`config.mk`:
```
export PLATFORM = sky130hd
export DESIGN_NAME = tow_button_cond
export DESIGN_NICKNAME = d
export VERILOG_FILES = /design/src/rtl/tow_button_cond.sv
export SDC_FILE = /design/constraint.sdc
export NUM_CORES = 1
export LEC_CHECK = 0
export ABC_AREA = 0
export BUFFER_PORTS_ARGS = -buffer_cell sky130_fd_sc_hd__buf_4
export CORE_MARGIN = 2
export CORE_UTILIZATION = 40
export CTS_BUF_LIST = sky130_fd_sc_hd__clkbuf_4
export CTS_CLUSTER_SIZE = 10
export DETAILED_ROUTE_END_ITERATION = 10
export GPL_ROUTABILITY_DRIVEN = 0
export GPL_TIMING_DRIVEN = 0
export PLACE_DENSITY = 0.62
export SLEW_MARGIN = 20
export SYNTH_ARGS = -nofsm -noshare
export SYNTH_HDL_FRONTEND = slang
export SYNTH_SLANG_ARGS = --single-unit
```
`constraint.sdc`:
```
create_clock -name clk -period 2.8 [get_ports clk]
set_input_delay 0.56 -clock clk [delete_from_list [all_inputs] [get_ports clk]]
set_output_delay 0.56 -clock clk [all_outputs]
set_load 0.005 [all_outputs]
```
`src/rtl/tow_button_cond.sv`:
```
// Two-player button conditioner: 2-flop synchronizers, slowen-strobed debounce, one-clk press pulses.
// Optional macro TIE_CANCEL_EN: simultaneous rises give a single tie pulse and suppress both presses.
module tow_button_cond #(
    parameter int STABLE_CNT = 4,
    parameter int CNT_W      = 3
) (
    input  logic clk,
    input  logic rst,
    input  logic slowen,
    input  logic btn_l_raw,
    input  logic btn_r_raw,
    output logic press_l,
    output logic press_r,
    output logic held_l,
    output logic held_r,
    output logic tie
);
    // Comparing against STABLE_CNT-1 keeps the test free of cnt+1 overflow.
    localparam logic [CNT_W-1:0] TERM_M1 = CNT_W'(STABLE_CNT - 1);

    // Bit 0 is the left player, bit 1 the right player.
    logic [1:0]       meta_q, meta_d;
    logic [1:0]       sync_q, sync_d;
    logic [1:0]       held_q, held_d;
    logic [1:0]       held_dly_q, held_dly_d;
    logic [1:0]       press_q, press_d;
    logic [1:0]       rise;
    logic             tie_q, tie_d;
    logic [CNT_W-1:0] cnt_q [2];
    logic [CNT_W-1:0] cnt_d [2];

    always_ff @(posedge clk or negedge rst) begin
        if (!rst) begin
            meta_q     <= '0;
            sync_q     <= '0;
            held_q     <= '0;
            held_dly_q <= '0;
            press_q    <= '0;
            tie_q      <= 1'b0;
            cnt_q      <= '{default: '0};
        end else begin
            meta_q     <= meta_d;
            sync_q     <= sync_d;
            held_q     <= held_d;
            held_dly_q <= held_dly_d;
            press_q    <= press_d;
            tie_q      <= tie_d;
            cnt_q      <= cnt_d;
        end
    end

    always_comb begin
        meta_d = {btn_r_raw, btn_l_raw};
        sync_d = meta_q;
        held_d = held_q;
        cnt_d  = cnt_q;
        if (slowen) begin
            for (int i = 0; i < 2; i++) begin
                if (sync_q[i] == held_q[i]) begin
                    cnt_d[i] = '0;
                end else if (cnt_q[i] == TERM_M1) begin
                    held_d[i] = sync_q[i];
                    cnt_d[i]  = '0;
                end else begin
                    cnt_d[i] = cnt_q[i] + CNT_W'(1);
                end
            end
        end
    end

    // Edge detect on the debounced level; the delayed copy tracks every clk so pulses are one cycle wide.
    always_comb begin
        held_dly_d = held_q;
        rise       = held_q & ~held_dly_q;
`ifdef TIE_CANCEL_EN
        tie_d   = &rise;
        press_d = (&rise) ? 2'b00 : rise;
`else
        tie_d   = 1'b0;
        press_d = rise;
`endif
    end

    assign press_l = press_q[0];
    assign press_r = press_q[1];
    assign held_l  = held_q[0];
    assign held_r  = held_q[1];
    assign tie     = tie_q;
endmodule

```
==> results of run 1 <==
-- layout by cell type, fill, tap and decap left out, drive strengths merged --
master / count
conb: 1
dfrtp: 16
ha: 2
nor2b: 4
o22ai: 3
or2b: 2
inv: 4
clkbuf: 3
o31ai: 2
o32ai: 1
buf: 10
mux2: 2
nand2b: 4
nand3b: 2
xnor2: 2
nand2: 2
-- sequential cells by signal (all words and copies together), names as in the netlist --
| register | count |
|---|---|
| cnt_q | 6 |
| held_dly_d | 2 |
| held_dly_q | 2 |
| meta_q | 2 |
| press_q | 2 |
| sync_q | 2 |
-- worst max path at each step --
stage                                           end  cells past startpoint
final                                        held_l                      1
after detailed placement  held_dly_d[0]$_DFFE_PN0P_                      4
after global placement    held_dly_d[0]$_DFFE_PN0P_                      4
after global routing                         held_l                      1
after CTS                                    held_l                      1
after floorplan           held_dly_d[0]$_DFFE_PN0P_                      3
-- stage by stage --
step / utilization [%] / instances / power, uW
floorplan: - / 49 / 525
finish: 49.8 / 76 / 712
global placement: 48.4 / 73 / 596
global route: 49.8 / 76 / 770
detailed placement: 48.4 / 73 / 606
CTS: 49.8 / 76 / 725
-- routing by layer --
| layer | GRT usage, % | routed length [um] |
|---|---|---|
| met4 | 0 | 0 |
| met5 | 0 | 0 |
| met3 | 7.20 | 76 |
| met1 | 13.2 | 408 |
| met2 | 18.0 | 380 |
-- power by group --
| part | leakage (uW) | total, uW | switching, uW | internal [uW] |
|---|---|---|---|---|
| Sequential | 0.000203 | 376 | 60.7 | 316 |
| Combinational | 0.000181 | 221 | 83.7 | 137 |
| Clock | 0.0000138 | 115 | 64.7 | 49.8 |
-- logic make-up (layout without fill, tap and decap cells) --
| group | Yosys count | count (layout) |
|---|---|---|
| flops | 16 | 16 |
| fa+ha+maj | 2 | 2 |
| compound gates | 6 | 6 |
| mux | 2 | 2 |
| other cells | 1 | 1 |
| xor+xnor | 2 | 2 |
| simple gates | 14 | 14 |
| buf+inv | 6 | 17 |
-- area by class of cell --
| type | count | share of cell area [%] |
|---|---|---|
| plain buffers | 2 | 2.44 |
| flip-flops and latches | 16 | 52.1 |
| repair buffers | 8 | 7.82 |
| clock buffers | 3 | 2.93 |
| inverters | 4 | 1.95 |
| well taps | 16 | 2.61 |
| multi-input cells | 27 | 30.1 |
==> key figures, run 1 <==
Floorplan
  • Die Y: 44.8 um
  • Placeable Area: 1540 um^2
  • Cell Rows: 14
  • # IOs: 10
  • Die Span X: 44.8 um
  • Starting Density: 43.2%
  • Die area: 2010 um^2

Yosys
  • Post-synth top area share: 60.2%
  • Mapped Area: 666 um^2
  • Simple-Gate Fraction of Synth Area: 16.9%
  • Async S/R FF share, synth: 100%
  • Main combinational cell family by area after synthesis: simple AND/OR/NAND/NOR gates
  • Xor/xnor share of the synthesized area: 2.63%
  • Number of enable flip-flop cells after synthesis: 0
  • Post-Syn Instances: 49
  • Post-synth top cells: dfrtp_1, inv_1, nand2b_1, nor2b_1, o22ai_1
  • Register area share after synthesis: 60.2%
  • Synthesized-area fraction occupied by adder cells: 3.76%
  • Count leader, synth: dfrtp_1
  • Warnings, synthesis: 0
  • Prevailing post-synth register cell: dfrtp_1
  • Synthesized area per cell: 13.6 um^2
  • Synth top area cells: dfrtp_1, nand3b_4, mux2_4
  • Syn_nets: 56
  • Synth Area in Compound Gates: 6.39%
  • Post-synthesis mux area share: 4.51%
  • Post-synth cell types: 16
  • Top cell type by total area after synthesis: dfrtp_1
  • Yosys reg bits: 16

Setup path
  • Critical path endpoint category: output pin
  • CP top delay family: flip-flops
  • Critical path class: register to output pin
  • Critical path, cell by cell: buf_4
  • CP max FO: 5
  • FF-to-FF setup slack: 1.62 ns
  • Worst r2r path cells: 3
  • Worst endpoint required time: 2.24 ns
  • Worst Setup SP: held_dly_d[0]$_DFFE_PN0P_
  • CP arrival: 0.88 ns
  • Buf/Inv on CP: 1
  • R2R Path End: cnt_q[4]$_DFFE_PN0P_
  • Critical R2R Launch: cnt_q[3]$_DFFE_PN0P_
  • Max incr delay on CP: 0.44 ns
  • Critical path startpoint category: register
  • Worst path slowest cell: dfrtp_1

Final layout
  • Seq. cell area: 400 um^2
  • Finished Cell Area: 768 um^2
  • N_diodes: 0
  • Area of the multi-input gates: 231 um^2
  • Fin nets: 69
  • Filler cells: 141
  • Share of cells above drive strength 1: 28.3%
  • Area Growth Syn to Fin: 15.4%

Clock tree
  • H-tree depth: 1
  • Clock Latency Late Sink: 0.28 ns
  • CTS Hold Bufs: 0
  • Total setup buffers inserted after CTS: 0
  • Worst-path clk slew: 0.09 ns
  • Cts bufs inserted: 3
  • Post_cts resized: 0
  • Bufs on Longest Clock Path: 2
  • CTS tree: yes
  • Clock sinks: 16
  • Root buffer cell: clkbuf_4

Drt
  • DRC: 0
  • DR iter-0 viols: 1
  • Wirelength per Cell: 11.4 um
  • Vias: 364
  • Via density: 4.79
  • Post-Route WL: 865 um
  • Post-route ant nets: 0
  • 1st-pass router iterations: 2

Timing
  • Hold_ws: 0.117 ns
  • Setup Viol. Count Final: 0
  • Clk_skew: 0.00589 ns
  • RSZ-0062 raised after global routing: no
  • Tmin final: 1.44 ns
  • Fin worst setup slack: 1.36 ns
  • Final Cycle Share: 51.3%
  • Max Fclk: 696 MHz
  • Total negative setup slack: 0 ns
  • Final Hold Fails: 0
  • Slew Limit Fails: 0

GRT
  • Global-route wire length before repair: 1540 um
  • Initial antenna violation count: 0
  • Pin count of the biggest net entering global routing: 17
  • Grt total ovfl: 0
  • Vias in the first global route: 364
  • Total track usage: 11.0%

Worst hold path
  • Worst hold path type: input pin to asynchronous set/reset pin

Placed design
  • Worst slack at placement: 1.49 ns
  • Port-buffer cells: 8
  • Instance area at placement: 746 um^2
  • DP HPWL: 615 um

Power and ir drop
  • Leakage: 0.000398 uW
  • VDD IR max: 0.484 mV
  • PwrDens: 927 nW/um^2

Job
  • Max-cap viol count: 0

Run status
  • Status: finished clean
Power figures use the tool's default switching activity.
==> run 2: changes to the inputs <==
Clock period 2.8 ns to 1.4 ns, I/O delays scaled along.
==> run 2 against run 1 <==
Effect of this change: sequential cell count unchanged; clock power increased by 99%; setup slack got worse by 1.1 ns; routed wire length increased by 2.1%; clock skew about the same; highest routed layer unchanged.
==> key figures, run 2 (synthesis gave the netlist of run 1 again) <==
GRT
  • Most crowded layer after global routing: met2
  • Vias in the first global route: 376 (+3.3%)
  • Met1 Use GR: 13.2% (unchanged)
  • Met2 Usage GRT: 18.6% (+0.58 points)
  • Pin count of the biggest net entering global routing: 17 (unchanged)
  • Global-route wire length before repair: 1570 um (+1.8%)
  • Met3 Usage GRT: 7.20% (unchanged)
  • Initial antenna violation count: 0 (unchanged)
  • Total track usage: 11.2% (+0.17 points)
  • Grt total ovfl: 0 (unchanged)

Setup path
  • Critical R2R Launch: cnt_q[3]$_DFFE_PN0P_
  • Worst r2r path cells: 3 (unchanged)
  • CP arrival: 1.36 ns (+0.48 ns)
  • Critical path startpoint category: register
  • R2R Path End: cnt_q[4]$_DFFE_PN0P_
  • Worst endpoint required time: 1.58 ns (-0.66 ns)
  • Critical path class: register to register
  • FF-to-FF setup slack: 0.22 ns (-1.40 ns)
  • Worst Setup SP: cnt_q[3]$_DFFE_PN0P_
  • CP max FO: 3 (-2)
  • Critical path endpoint category: register

Clock tree
  • CTS tree: yes
  • Worst-path clk slew: 0.09 ns (about the same)
  • Clock sinks: 16 (unchanged)
  • Post_cts resized: 0 (unchanged)
  • Cts bufs inserted: 3 (unchanged)
  • H-tree depth: 1 (unchanged)
  • Clock Latency Late Sink: 0.28 ns (about the same)
  • Root buffer cell: clkbuf_4
  • Bufs on Longest Clock Path: 2 (unchanged)

Drt
  • Wirelength per Cell: 11.5 um (+0.76%)
  • Via density: 4.77 (-0.49%)
  • Post-Route WL: 883 um (+2.1%)
  • Post-route ant nets: 0 (unchanged)
  • DR iter-0 viols: 1 (unchanged)
  • DRC: 0 (unchanged)
  • 1st-pass router iterations: 2 (unchanged)
  • Vias: 367 (+0.82%)

Timing
  • Clk_skew: 0.00594 ns (+0.0000502 ns)
  • Total negative setup slack: 0 ns (unchanged)
  • Max Fclk: 848 MHz
  • Slew Limit Fails: 0 (unchanged)
  • RSZ-0062 raised after global routing: no
  • Final Hold Fails: 0 (unchanged)
  • Tmin final: 1.18 ns
  • Setup Viol. Count Final: 0 (unchanged)
  • Final Cycle Share: 84.2%

Final layout
  • Commonest non-fill, non-tap cell in the layout: dfrtp_1
  • Final Core Density: 50.5% (+0.65 points)
  • Share of cells above drive strength 1: 27.9% (-0.46 points)
  • Biggest register: cnt_q
  • Area Growth Syn to Fin: 16.9%
  • Filler cells: 140 (-0.71%)
  • Fin nets: 70 (+1.4%)
  • Commonest cells after routing, fill and taps aside: dfrtp_1, buf_4, nor2b_1, inv_1, nand2b_1
  • Final std cells w/o fill: 77 (+1.3%)
  • Max reg flops: 6 (unchanged)
  • N_diodes: 0 (unchanged)

Floorplan
  • # IOs: 10 (unchanged)
  • Starting Density: 43.2% (unchanged)
  • Die area: 2010 um^2 (unchanged)
  • Placeable Area: 1540 um^2 (unchanged)
  • Die Y: 44.8 um (unchanged)
  • Cell Rows: 14 (unchanged)
  • Die Span X: 44.8 um (unchanged)

Power and ir drop
  • PwrDens: 1830 nW/um^2 (+98%)
  • Pwr Total: 1430 uW (+100%)
  • Leakage: 0.000402 uW (+1.1%)
  • VDD IR max: 0.968 mV (+100%)

Run status
  • Status: finished clean

Worst hold path
  • Hold depth: 1
  • Min-delay src: btn_r_raw
  • Hold endpoint: meta_q[1]$_DFF_PN0_
  • Worst hold path type: input pin to register

Job
  • Max-cap viol count: 0 (unchanged)

Placed design
  • Placed Cells: 73 (unchanged)
  • DP HPWL: 615 um (unchanged)
  • Port-buffer cells: 8 (unchanged)
[run 2: layout make-up]
type	instances	area, um^2	share of cell area (%)
Buffer	2	18.8	2.41
Clock buffer	3	22.5	2.89
Inverter	4	15.0	1.93
Multi-Input combinational cell	27	231	29.7
Sequential cell	16	400	51.4
Tap cell	16	20.0	2.57
Timing Repair Buffer	9	70.1	9.00
[run 2: routing by layer]
layer | share of wire, % | routed length, um
met1 | 47 | 414
met2 | 45 | 394
met3 | 8.4 | 74
met4 | 0 | 0
met5 | 0 | 0
[run 2: timing repair]
| item | CTS | global route |
|---|---|---|
| buffers inserted | 0 | 0 |
| hold buffers | 1 | 0 |
| hold endpoints to repair | 16 | 0 |
[run 2: worst max path at each step]
| stage | slack (ns) | depth (start not counted) | to |
|---|---|---|---|
| 2_1_floorplan | 0.30 | 3 | held_dly_d[0]$_DFFE_PN0P_ |
| 3_3_place_gp | 0.23 | 3 | cnt_q[4]$_DFFE_PN0P_ |
| 3_5_place_dp | 0.22 | 3 | cnt_q[4]$_DFFE_PN0P_ |
| 4_1_cts | 0.20 | 3 | cnt_q[4]$_DFFE_PN0P_ |
| 5_1_grt | 0.15 | 3 | cnt_q[4]$_DFFE_PN0P_ |
| 6_report | 0.22 | 3 | cnt_q[4]$_DFFE_PN0P_ |
[run 2: critical path, cell delays in order (launching register included)]
cell and delay, ns:
dfrtp_1 0.41, ha_1 0.25, nor2b_1 0.16, o32ai_1 0.27
[run 2: power by group]
part / internal [uW] / total (uW) / leakage (uW) / switching (uW)
sequential: 631 / 753 / 0.000203 / 122
combinational: 276 / 444 / 0.000185 / 168
clock: 99.7 / 229 / 0.0000138 / 129
total: 1010 / 1430 / 0.000402 / 419
[run 2: stage by stage]
stage               worst slack, ns  area, um^2  hold WS [ns]
global route                  0.150         778        0.0868
finish                        0.221         778         0.107
floorplan                     0.303         666       -0.0156
detailed placement            0.224         746         0.150
global placement              0.235         746         0.148
CTS                           0.198         778        0.0965
